File: config.mk
export PLATFORM = sky130hd
export DESIGN_NAME = spi_burst_regfile
export DESIGN_NICKNAME = d
export VERILOG_FILES = /design/src/rtl/spi_burst_regfile.sv
export SDC_FILE = /design/constraint.sdc
export NUM_CORES = 1
export LEC_CHECK = 0
export BUFFER_PORTS_ARGS = -buffer_cell sky130_fd_sc_hd__buf_2
export CAP_MARGIN = 5
export CORE_ASPECT_RATIO = 1.4
export CORE_MARGIN = 5
export CORE_UTILIZATION = 50
export CTS_BUF_LIST = sky130_fd_sc_hd__clkbuf_8
export CTS_CLUSTER_DIAMETER = 60
export DETAILED_ROUTE_END_ITERATION = 10
export GPL_TIMING_DRIVEN = 0
export PLACE_DENSITY = 0.74
export SYNTH_ARGS = -nofsm -noshare
export SYNTH_HDL_FRONTEND = slang
export SYNTH_SLANG_ARGS = --single-unit
export TNS_END_PERCENT = 30
File: constraint.sdc
create_clock -name sclk -period 5.5 [get_ports sclk]
set_input_delay 0.275 -clock sclk [delete_from_list [all_inputs] [get_ports sclk]]
set_output_delay 0.275 -clock sclk [all_outputs]
set_load 0.02 [all_outputs]
File: src/rtl/spi_burst_regfile.sv
// SPI burst register file: a header word (RNW + address) followed by a burst
// of data words with optional pointer auto-increment. Holds NUM_RW
// read/write config registers and serves NUM_RO read-only status words.
//
// state | meaning
// IDLE  | chip select high, waiting for a frame
// HDR   | shifting in the RNW + address header
// WDATA | collecting write data words
// RDATA | shifting read words out on serial_out, gapless across words
// HOLD  | frame rejected, ignore serial_in until chip select rises
module spi_burst_regfile #(
  parameter int DATA_W   = 8,
  parameter int ADDR_W   = 7,
  parameter int NUM_RW   = 8,
  parameter int RW_BASE  = 1,
  parameter int NUM_RO   = 2,
  parameter int RO_BASE  = 60,
  parameter logic [NUM_RW*DATA_W-1:0] RST_VAL = '0,
  parameter int AUTO_INC = 1
) (
  input  logic                       sclk,
  input  logic                       rstn,
  input  logic                       i_csn,
  input  logic                       i_serial_in,
  output logic                       o_serial_out,
  input  logic [NUM_RO*DATA_W-1:0]   i_status_in,
  output logic [NUM_RW*DATA_W-1:0]   o_cfg_out,
  output logic [NUM_RW-1:0]          o_wr_stb,
  output logic                       o_frame_err,
  output logic                       o_busy
);

  localparam int HDR_W    = ADDR_W + 1;
  localparam int CNT_MAX  = (HDR_W > DATA_W) ? HDR_W : DATA_W;
  localparam int CNT_W    = $clog2(CNT_MAX);
  localparam int ADDR_MAX = 2**ADDR_W - 1;
  localparam int RW_LAST  = RW_BASE + NUM_RW - 1;
  localparam int RO_LAST  = RO_BASE + NUM_RO - 1;

  localparam logic [ADDR_W:0] RW_LO  = (ADDR_W+1)'(RW_BASE);
  localparam logic [ADDR_W:0] RW_END = (ADDR_W+1)'(RW_BASE + NUM_RW);
  localparam logic [ADDR_W:0] RO_LO  = (ADDR_W+1)'(RO_BASE);
  localparam logic [ADDR_W:0] RO_END = (ADDR_W+1)'(RO_BASE + NUM_RO);

  // Reject address maps that overflow the address space or overlap
  if (RW_LAST > ADDR_MAX || RO_LAST > ADDR_MAX) begin : g_range_err
    $error("spi_burst_regfile: register range exceeds address space");
  end
  if (!(RW_LAST < RO_BASE || RO_LAST < RW_BASE)) begin : g_overlap_err
    $error("spi_burst_regfile: RW and RO ranges overlap");
  end

  typedef enum logic [2:0] {IDLE, HDR, WDATA, RDATA, HOLD} state_t;

  state_t                    r_state;
  logic [CNT_W-1:0]          r_cnt;
  logic [ADDR_W-1:0]         r_ptr;
  logic [HDR_W-2:0]          r_hdr;
  logic [DATA_W-1:0]         r_shift;
  logic [NUM_RW*DATA_W-1:0]  r_cfg;
  logic [NUM_RW-1:0]         r_wr_stb;
  logic                      r_serial_out;
  logic                      r_frame_err;
  logic                      r_busy;

  logic [HDR_W-1:0]          w_hdr;
  logic                      w_hdr_rnw;
  logic [ADDR_W-1:0]         w_hdr_addr;
  logic                      w_hdr_last;
  logic                      w_word_last;
  logic [ADDR_W-1:0]         w_ptr_inc;
  logic [ADDR_W-1:0]         w_rd_addr;
  logic                      w_rd_is_rw;
  logic                      w_rd_is_ro;
  logic [ADDR_W-1:0]         w_rd_rw_off;
  logic [ADDR_W-1:0]         w_rd_ro_off;
  logic [DATA_W-1:0]         w_rd_word;
  logic                      w_wr_is_rw;
  logic [ADDR_W-1:0]         w_wr_off;
  logic [DATA_W-1:0]         w_wr_word;

  assign w_hdr       = {r_hdr, i_serial_in};
  assign w_hdr_rnw   = w_hdr[HDR_W-1];
  assign w_hdr_addr  = w_hdr[ADDR_W-1:0];
  assign w_hdr_last  = (r_cnt == CNT_W'(HDR_W-1));
  assign w_word_last = (r_cnt == CNT_W'(DATA_W-1));
  assign w_ptr_inc   = r_ptr + ADDR_W'(AUTO_INC);
  assign w_wr_word   = {r_shift[DATA_W-2:0], i_serial_in};

  // In HDR the read address is the one being decoded; otherwise it is the next burst word
  assign w_rd_addr   = (r_state == HDR) ? w_hdr_addr : w_ptr_inc;
  assign w_rd_is_rw  = ({1'b0, w_rd_addr} >= RW_LO) && ({1'b0, w_rd_addr} < RW_END);
  assign w_rd_is_ro  = ({1'b0, w_rd_addr} >= RO_LO) && ({1'b0, w_rd_addr} < RO_END);
  assign w_rd_rw_off = w_rd_addr - ADDR_W'(RW_BASE);
  assign w_rd_ro_off = w_rd_addr - ADDR_W'(RO_BASE);

  assign w_wr_is_rw  = ({1'b0, r_ptr} >= RW_LO) && ({1'b0, r_ptr} < RW_END);
  assign w_wr_off    = r_ptr - ADDR_W'(RW_BASE);

  // Read word mux; invalid addresses yield zeros
  always_comb begin
    w_rd_word = '0;
    for (int i = 0; i < NUM_RW; i++) begin
      if (w_rd_is_rw && (w_rd_rw_off == ADDR_W'(i))) w_rd_word = r_cfg[i*DATA_W +: DATA_W];
    end
    for (int i = 0; i < NUM_RO; i++) begin
      if (w_rd_is_ro && (w_rd_ro_off == ADDR_W'(i))) w_rd_word = i_status_in[i*DATA_W +: DATA_W];
    end
  end

  // Frame FSM with registered outputs, register writes and write strobes
  always_ff @(posedge sclk or negedge rstn) begin
    if (!rstn) begin
      r_state      <= IDLE;
      r_cnt        <= '0;
      r_ptr        <= '0;
      r_hdr        <= '0;
      r_shift      <= '0;
      r_cfg        <= RST_VAL;
      r_wr_stb     <= '0;
      r_serial_out <= 1'b0;
      r_frame_err  <= 1'b0;
      r_busy       <= 1'b0;
    end else begin
      r_wr_stb <= '0;
      if (i_csn) begin
        r_state      <= IDLE;
        r_cnt        <= '0;
        r_ptr        <= '0;
        r_serial_out <= 1'b0;
        r_busy       <= 1'b0;
      end else begin
        case (r_state)
          IDLE: begin
            r_state     <= HDR;
            r_busy      <= 1'b1;
            r_cnt       <= CNT_W'(1);
            r_hdr       <= (HDR_W-1)'(i_serial_in);
            r_frame_err <= 1'b0;
          end
          HDR: begin
            r_hdr <= w_hdr[HDR_W-2:0];
            r_cnt <= r_cnt + CNT_W'(1);
            if (w_hdr_last) begin
              r_cnt <= '0;
              r_ptr <= w_hdr_addr;
              if (w_hdr_rnw && (w_rd_is_rw || w_rd_is_ro)) begin
                r_state      <= RDATA;
                r_serial_out <= w_rd_word[DATA_W-1];
                r_shift      <= {w_rd_word[DATA_W-2:0], 1'b0};
              end else if (!w_hdr_rnw && w_rd_is_rw) begin
                r_state <= WDATA;
              end else begin
                r_state     <= HOLD;
                r_frame_err <= 1'b1;
              end
            end
          end
          WDATA: begin
            r_shift <= w_wr_word;
            r_cnt   <= r_cnt + CNT_W'(1);
            if (w_word_last) begin
              r_cnt <= '0;
              r_ptr <= w_ptr_inc;
              if (w_wr_is_rw) begin
                for (int i = 0; i < NUM_RW; i++) begin
                  if (w_wr_off == ADDR_W'(i)) begin
                    r_cfg[i*DATA_W +: DATA_W] <= w_wr_word;
                    r_wr_stb[i]               <= 1'b1;
                  end
                end
              end else begin
                r_state     <= HOLD;
                r_frame_err <= 1'b1;
              end
            end
          end
          RDATA: begin
            if (w_word_last) begin
              // Load the next word on the same edge so bursts have no gap
              r_cnt        <= '0;
              r_ptr        <= w_ptr_inc;
              r_serial_out <= w_rd_word[DATA_W-1];
              r_shift      <= {w_rd_word[DATA_W-2:0], 1'b0};
              if (!(w_rd_is_rw || w_rd_is_ro)) r_frame_err <= 1'b1;
            end else begin
              r_cnt        <= r_cnt + CNT_W'(1);
              r_serial_out <= r_shift[DATA_W-1];
              r_shift      <= {r_shift[DATA_W-2:0], 1'b0};
            end
          end
          HOLD: begin
            r_serial_out <= 1'b0;
          end
          default: begin
            r_state <= IDLE;
          end
        endcase
      end
    end
  end

  assign o_serial_out = r_serial_out;
  assign o_cfg_out    = r_cfg;
  assign o_wr_stb     = r_wr_stb;
  assign o_frame_err  = r_frame_err;
  assign o_busy       = r_busy;

endmodule

-- Word-level counts from Yosys, hierarchy flattened
Cells that the tools add are included.
W data, S select, Z words.
- $mul: 0
- $lt $le $gt $ge: 6
- reduce and logical (&&, ||, !) cells: 45
- shift operators: 0
- bitwise operators: 1
- equality and inequality tests: 34
- add/sub/neg operators: 5
- multiplexer cells: 57
- divide/modulo/power cells: 0
- operators by type and width (kind ; count):
    $mux W8 ; 17
    $eq A7 B3 Y1 const B ; 8
    $reduce_and A5 Y1 ; 8
    $eq A7 B2 Y1 const B ; 4
    $mux W7 ; 4
    $pmux W7 S2 ; 2
    $mux W3 ; 8
    $pmux W8 S3 ; 1
    $eq A7 B1 Y1 const B ; 3
    $logic_not A7 Y1 ; 3
    $mux W1 ; 21
    $logic_and A1 B1 Y1 ; 15
    $ge A7 B1 Y1 const B ; 2
    $lt A7 B4 Y1 const B ; 2
    $ne A2 B2 Y1 const B ; 7
    $sub A7 B1 Y7 const B ; 2
    $pmux W3 S4 ; 1
    $ne A3 B3 Y1 const B ; 3
    $reduce_and A9 Y1 ; 1
    $reduce_bool A3 Y1 ; 3
    $reduce_and A4 Y1 ; 2
    $reduce_bool A4 Y1 ; 2
    $add A7 B1 Y7 const B ; 1
    $ge A7 B6 Y1 const B ; 1
    other kinds (21) ; 27
- ROM bits: 0
- bits of input ports: 20
- register bits after elaboration: 103
- memories kept: 0
- bits in writable memories: 0
- latch bits: 0

-- Longest topological paths before layout
- depth after elaboration: 19
- depth in mapped cells: 13

-- Least setup slack after synthesis
Ideal clock, no wire load.
- kind: register -> register
- start: register r_ptr[0]
- end: register r_shift[6]
- period minus slack after synthesis: 3.265 ns
- data arrival time: 3.137 ns
- cell stages (with the launch flop): 14
- path buffers: 3
- slack: 2.235 ns
- cells stage by stage: dfrtp_1 -> clkbuf_1 -> inv_1 -> ha_1 -> clkbuf_1 -> nand2b_1 -> mux2_2 -> or4_4 -> a22oi_4 -> o2111ai_2 -> and2_1 -> buf_6 -> a22oi_1 -> o21ai_1
- word-level cells in the longest chain between the ends: 18
- elaborated cells on any way between the ends: 48
- classes of those cells: add/sub (3); order compare (4); eq/ne (9); mux (15); reduce/logical (17)
- ends and longest elaborated chain (item ; RTL line ; RTL):
    start: declaration ; 57 ; logic [ADDR_W-1:0] r_ptr;
    start signal: assignment ; 146 ; r_ptr <= w_hdr_addr;
    start signal: assignment ; 164 ; r_ptr <= w_ptr_inc;
    start signal: assignment ; 182 ; r_ptr <= w_ptr_inc;
    $add A7 B1 Y7 (*) ; 87 ; assign w_ptr_inc = r_ptr + ADDR_W'(AUTO_INC);
    $mux W7 (*) ; 91 ; assign w_rd_addr = (r_state == HDR) ? w_hdr_addr : w_ptr_inc;
    $sub A7 B1 Y7 (tied with other cells) ; 94 ; assign w_rd_rw_off = w_rd_addr - ADDR_W'(RW_BASE);
    $logic_not A7 Y1 / $logic_and A1 B1 Y1 (equally long branches) ; 104, 92 ;
    $logic_and A1 B1 Y1 ; 104 ; if (w_rd_is_rw && (w_rd_rw_off == ADDR_W'(i))) w_rd_word = r_cfg[i*DATA_W +: DATA_W];
    $mux W8 (8 in series) ; 104 ;
    $mux W8 (2 in series) ; 107 ; if (w_rd_is_ro && (w_rd_ro_off == ADDR_W'(i))) w_rd_word = i_status_in[i*DATA_W +: DATA_W];
    $mux W8 ; 147 ; if (w_hdr_rnw && (w_rd_is_rw || w_rd_is_ro)) begin
    $mux W8 ; 144 ; if (w_hdr_last) begin
    $pmux W8 S3 ; 133 ; case (r_state)
    end signal: assignment ; 150 ; r_shift <= {w_rd_word[DATA_W-2:0], 1'b0};
    end signal: assignment ; 160 ; r_shift <= w_wr_word;
    end signal: assignment ; 184 ; r_shift <= {w_rd_word[DATA_W-2:0], 1'b0};
    end: declaration ; 59 ; logic [DATA_W-1:0] r_shift;
Every way passes the cells marked *; elsewhere a longest branch is shown, timed or not. The select of a mux whose other input is x is not followed.
A chain may end at the register's enable or synchronous reset.

-- Worst setup path in the final report
- start: register r_ptr[0]
- end: register r_serial_out, in the netlist o_serial_out
- word-level cells in the longest chain between the ends: 19
- elaborated cells on any way between the ends: 49
- classes of those cells: add/sub (3); order compare (4); eq/ne (9); mux (16); reduce/logical (17)
- ends and longest elaborated chain (item ; RTL line ; RTL):
    $add A7 B1 Y7 (*) ; 87 ;
    $mux W7 (*) ; 91 ;
    $sub A7 B1 Y7 (tied with other cells) ; 94 ;
    $logic_not A7 Y1 / $logic_and A1 B1 Y1 (equally long branches) ; 104, 92 ;
    $logic_and A1 B1 Y1 ; 104 ;
    $mux W8 (8 in series) ; 104 ;
    $mux W8 (2 in series) ; 107 ;
    $mux W1 ; 147 ;
    $mux W1 ; 144 ;
    $pmux W1 S3 ; 133 ;
    $mux W1 ; 126 ; if (i_csn) begin
    end signal: assignment ; 149 ; r_serial_out <= w_rd_word[DATA_W-1];
    end signal: assignment ; 183 ; r_serial_out <= w_rd_word[DATA_W-1];
    end signal: assignment ; 188 ; r_serial_out <= r_shift[DATA_W-1];
    end: declaration ; 62 ; logic r_serial_out;
Marked as above.

==> results.cfg <==
[detailed_routing]
dr_wl_met3_um = 1350
drt-met1-wl_um = 6750
vias = 5254
drt_pass1_iterations = 5
wl_per_cell_um = 21.4
met2WireLength_um = 8860
ant_nets = 0
drcViolationCount = 0
wl_um = 17700
dr.max_layer_used = met4
drt_iter0_drc = 407
vias_per_cell = 6.35

[finish]
n_antenna_cell = 0
nNetsFinal = 706
synthToLayoutAreaGrowth_pct = 15.9
drive_above_1_share = 0.278

[clock_tree]
cts.clk_slew.worst_paths_ns = 0.10
cts_tree = done
postCtsResizedCells = 0
root_buffer = clkbuf_8
clock_sinks = 103
cts_made_buffers = 9
cts_hold_buf = 1
insertion_delay_ns = 0.38
clockBufferDepth = 2
post-cts-setup-buffers = 0
h-tree-depth = 3

[die]
rows = 46
die_area_mm2 = 0.0139
core_area_mm2 = 0.0113
top_level_ports = 95
die_h_um = 137
start_util = 0.511
chipWidth_um = 101

[logic_synthesis]
ys_warn_count = 0
syn-num-nets = 599
syn_area_mm2 = 0.00580
synth_ff_type = dfrtp_1
synth_area_per_cell_um2 = 10.2
ys_ff_latch = 103
yosys-top-cells-area = dfrtp_1 (44%), mux2_2 (12%), o21ai_0 (3.2%), nand2_1 (2.7%), a21oi_1 (2.3%)
ys_seq_area_frac = 0.445
synth_top_area_cell = dfrtp_1
synth_cell_type_count = 70
syn_inst = 571
synth_top_area_frac = 0.445
synth_edf_count = 0
ys_async_sr_fraction = 1.00

[global_routing]
grt_pass1_wl_um = 28100
antenna_found_initial = 0
grt.total_usage = 0.263
overflow = 0
grt_pass1_vias = 5224
grt_max_degree = 55

[timing]
setup_violations = 0
fin_crit_sh = 0.846
clock.fmax_ghz = 0.215
final_max_slew_viol_count = 0
setup_tns_ns = 0
hold_viol_final = 0
tightest_slew_ns = 1.17
period_needed_ns = 4.65
final.setup_skew_ns = 0.00811
relSlewSlack = 0.197
rsz0062_at_grt = false

[placement]
gp_congestion = 0.939
dp_hpwl_um = 13100
io_buffer_count = 94

[power_and_ir_drop]
p_comb_frac = 0.383
pwr-share-clk = 0.245
intPower_mw = 1.36
power.leakage_nw = 3.24
ir_drop_v = 0.000186
seq_power_share = 0.372
switching_share = 0.398
p_total_mw = 2.26
netSwitchingPower_mw = 0.901
p_per_area_mw_per_mm2 = 337

[worst_setup_path]
required_ns = 5.75
critPathCaptureType = flop
cp-startpoint = r_ptr[0]
critical_path.max_fanout = 10
timing.rr.start = r_ptr[0]
cp.arrival_ns = 4.90
startpoint_type = flop
crit_type = flop to flop

[status]
status = completed

[min_path]
worstHoldPathType = input pin to flop
hp-start = i_serial_in

[run]
drv_cap = 0
-- state kept, by name, indices dropped and copies added, names as in the netlist --
name	cells
o_wr_stb	8
r_hdr	7
o_cfg_out	64
o_serial_out	1
o_busy	1
r_state	3
o_frame_err	1
r_ptr	7
r_shift	8
r_cnt	3
-- cells in the mapped netlist (5+ instances only) --
library cell / instances
nor2_1: 31
a22oi_1: 8
mux2_2: 63
inv_1: 15
o211ai_1: 14
dfrtp_1: 103
nand2b_1: 12
a31oi_1: 6
and2_1: 11
a21oi_1: 27
a21o_1: 5
ha_1: 8
o21ai_0: 37
o31ai_1: 6
nand2_1: 41
nand3_1: 10
nor2b_1: 5
a22o_1: 8
buf_1: 5
o21a_1: 6
o22ai_1: 5
a211oi_1: 6
and3_1: 6
clkbuf_1: 29
nor3b_1: 5
mux2i_1: 13
nor3_1: 12
-- power by group through the flow --
| stage | clock network, mW | logic (mW) | registers (mW) |
|---|---|---|---|
| global route | 0.590 | 0.930 | 0.845 |
| finish | 0.554 | 0.867 | 0.840 |
| detailed placement | 0 | 0.846 | 0.854 |
| CTS | 0.561 | 0.851 | 0.839 |
| floorplan | 0 | 0.592 | 0.856 |
| global placement | 0 | 0.824 | 0.853 |
-- critical path, cell delays in order, from the launching register on --
cell	delay [ns]
dfrtp_1	0.55
clkbuf_1	0.42
inv_1	0.16
ha_1	0.33
clkbuf_1	0.33
nor3b_1	0.10
a22oi_1	0.16
nor4bb_1	0.64
a211oi_2	0.26
a22o_1	0.25
a2111oi_0	0.98
o21a_1	0.27
a2111oi_2	0.05
-- layer usage --
metal  up-vias  track usage
met5         -            0
met2       261        0.447
li1       2338            -
met1      2598        0.320
met3        57       0.0461
met4         0        0.126
-- cell families after synthesis --
group | count (synthesis) | share of synthesized area
adders and majority gates | 8 | 0.0173
buffers and inverters | 54 | 0.0397
AOI/OAI and AO/OA | 170 | 0.207
muxes | 77 | 0.147
xor gates and xnor gates | 5 | 0.00755
and+or+nand+nor | 154 | 0.137
DFF | 103 | 0.445
-- area by class of cell --
type	count	area, µm²
flip-flops and latches	103	2580
clock buffers	10	138
fillers	993	4620
inverters	15	56.3
multi-input cells	414	2990
clock inverters	6	91.3
well taps	144	180
repair buffers	96	510
plain buffers	39	174
-- cell usage in the layout, fill, tap and decap left out, types with 13 or more instances in the layout --
cell type	instances
dfrtp_1	103
o211ai_1	14
inv_1	16
clkbuf_1	29
nor2_1	31
a21oi_1	27
mux2_2	63
mux2i_1	13
buf_2	94
nand2_1	41
o21ai_0	37
-- path summary, 6_finish.rpt --
path | slack [ns] | endpoint | cells after the start
worst max-delay path | 0.85 | o_serial_out | 12
worst min-delay path | 0.24 | o_cfg_out[8] | 2
worst max register to register | 0.85 | o_serial_out | 12
worst min register to register | 0.49 | r_shift[7] | 2
max in group asynchronous | 4.31 | o_cfg_out[56] | 3
min in group asynchronous | 0.47 | r_hdr[2] | 2
-- metrics by stage --
stage	hold slack (ns)	utilization	instance area (µm²)	setup slack, ns	std cells
detailed placement	0.342	0.571	6480	0.992	810
global placement	0.466	0.569	6450	1.02	809
global route	0.255	0.592	6720	0.769	827
CTS	0.227	0.592	6720	0.927	827
finish	0.239	0.592	6720	0.849	827
floorplan	-0.0206	-	5800	2.23	571
Note: power is estimated with default switching activity, not from simulation.
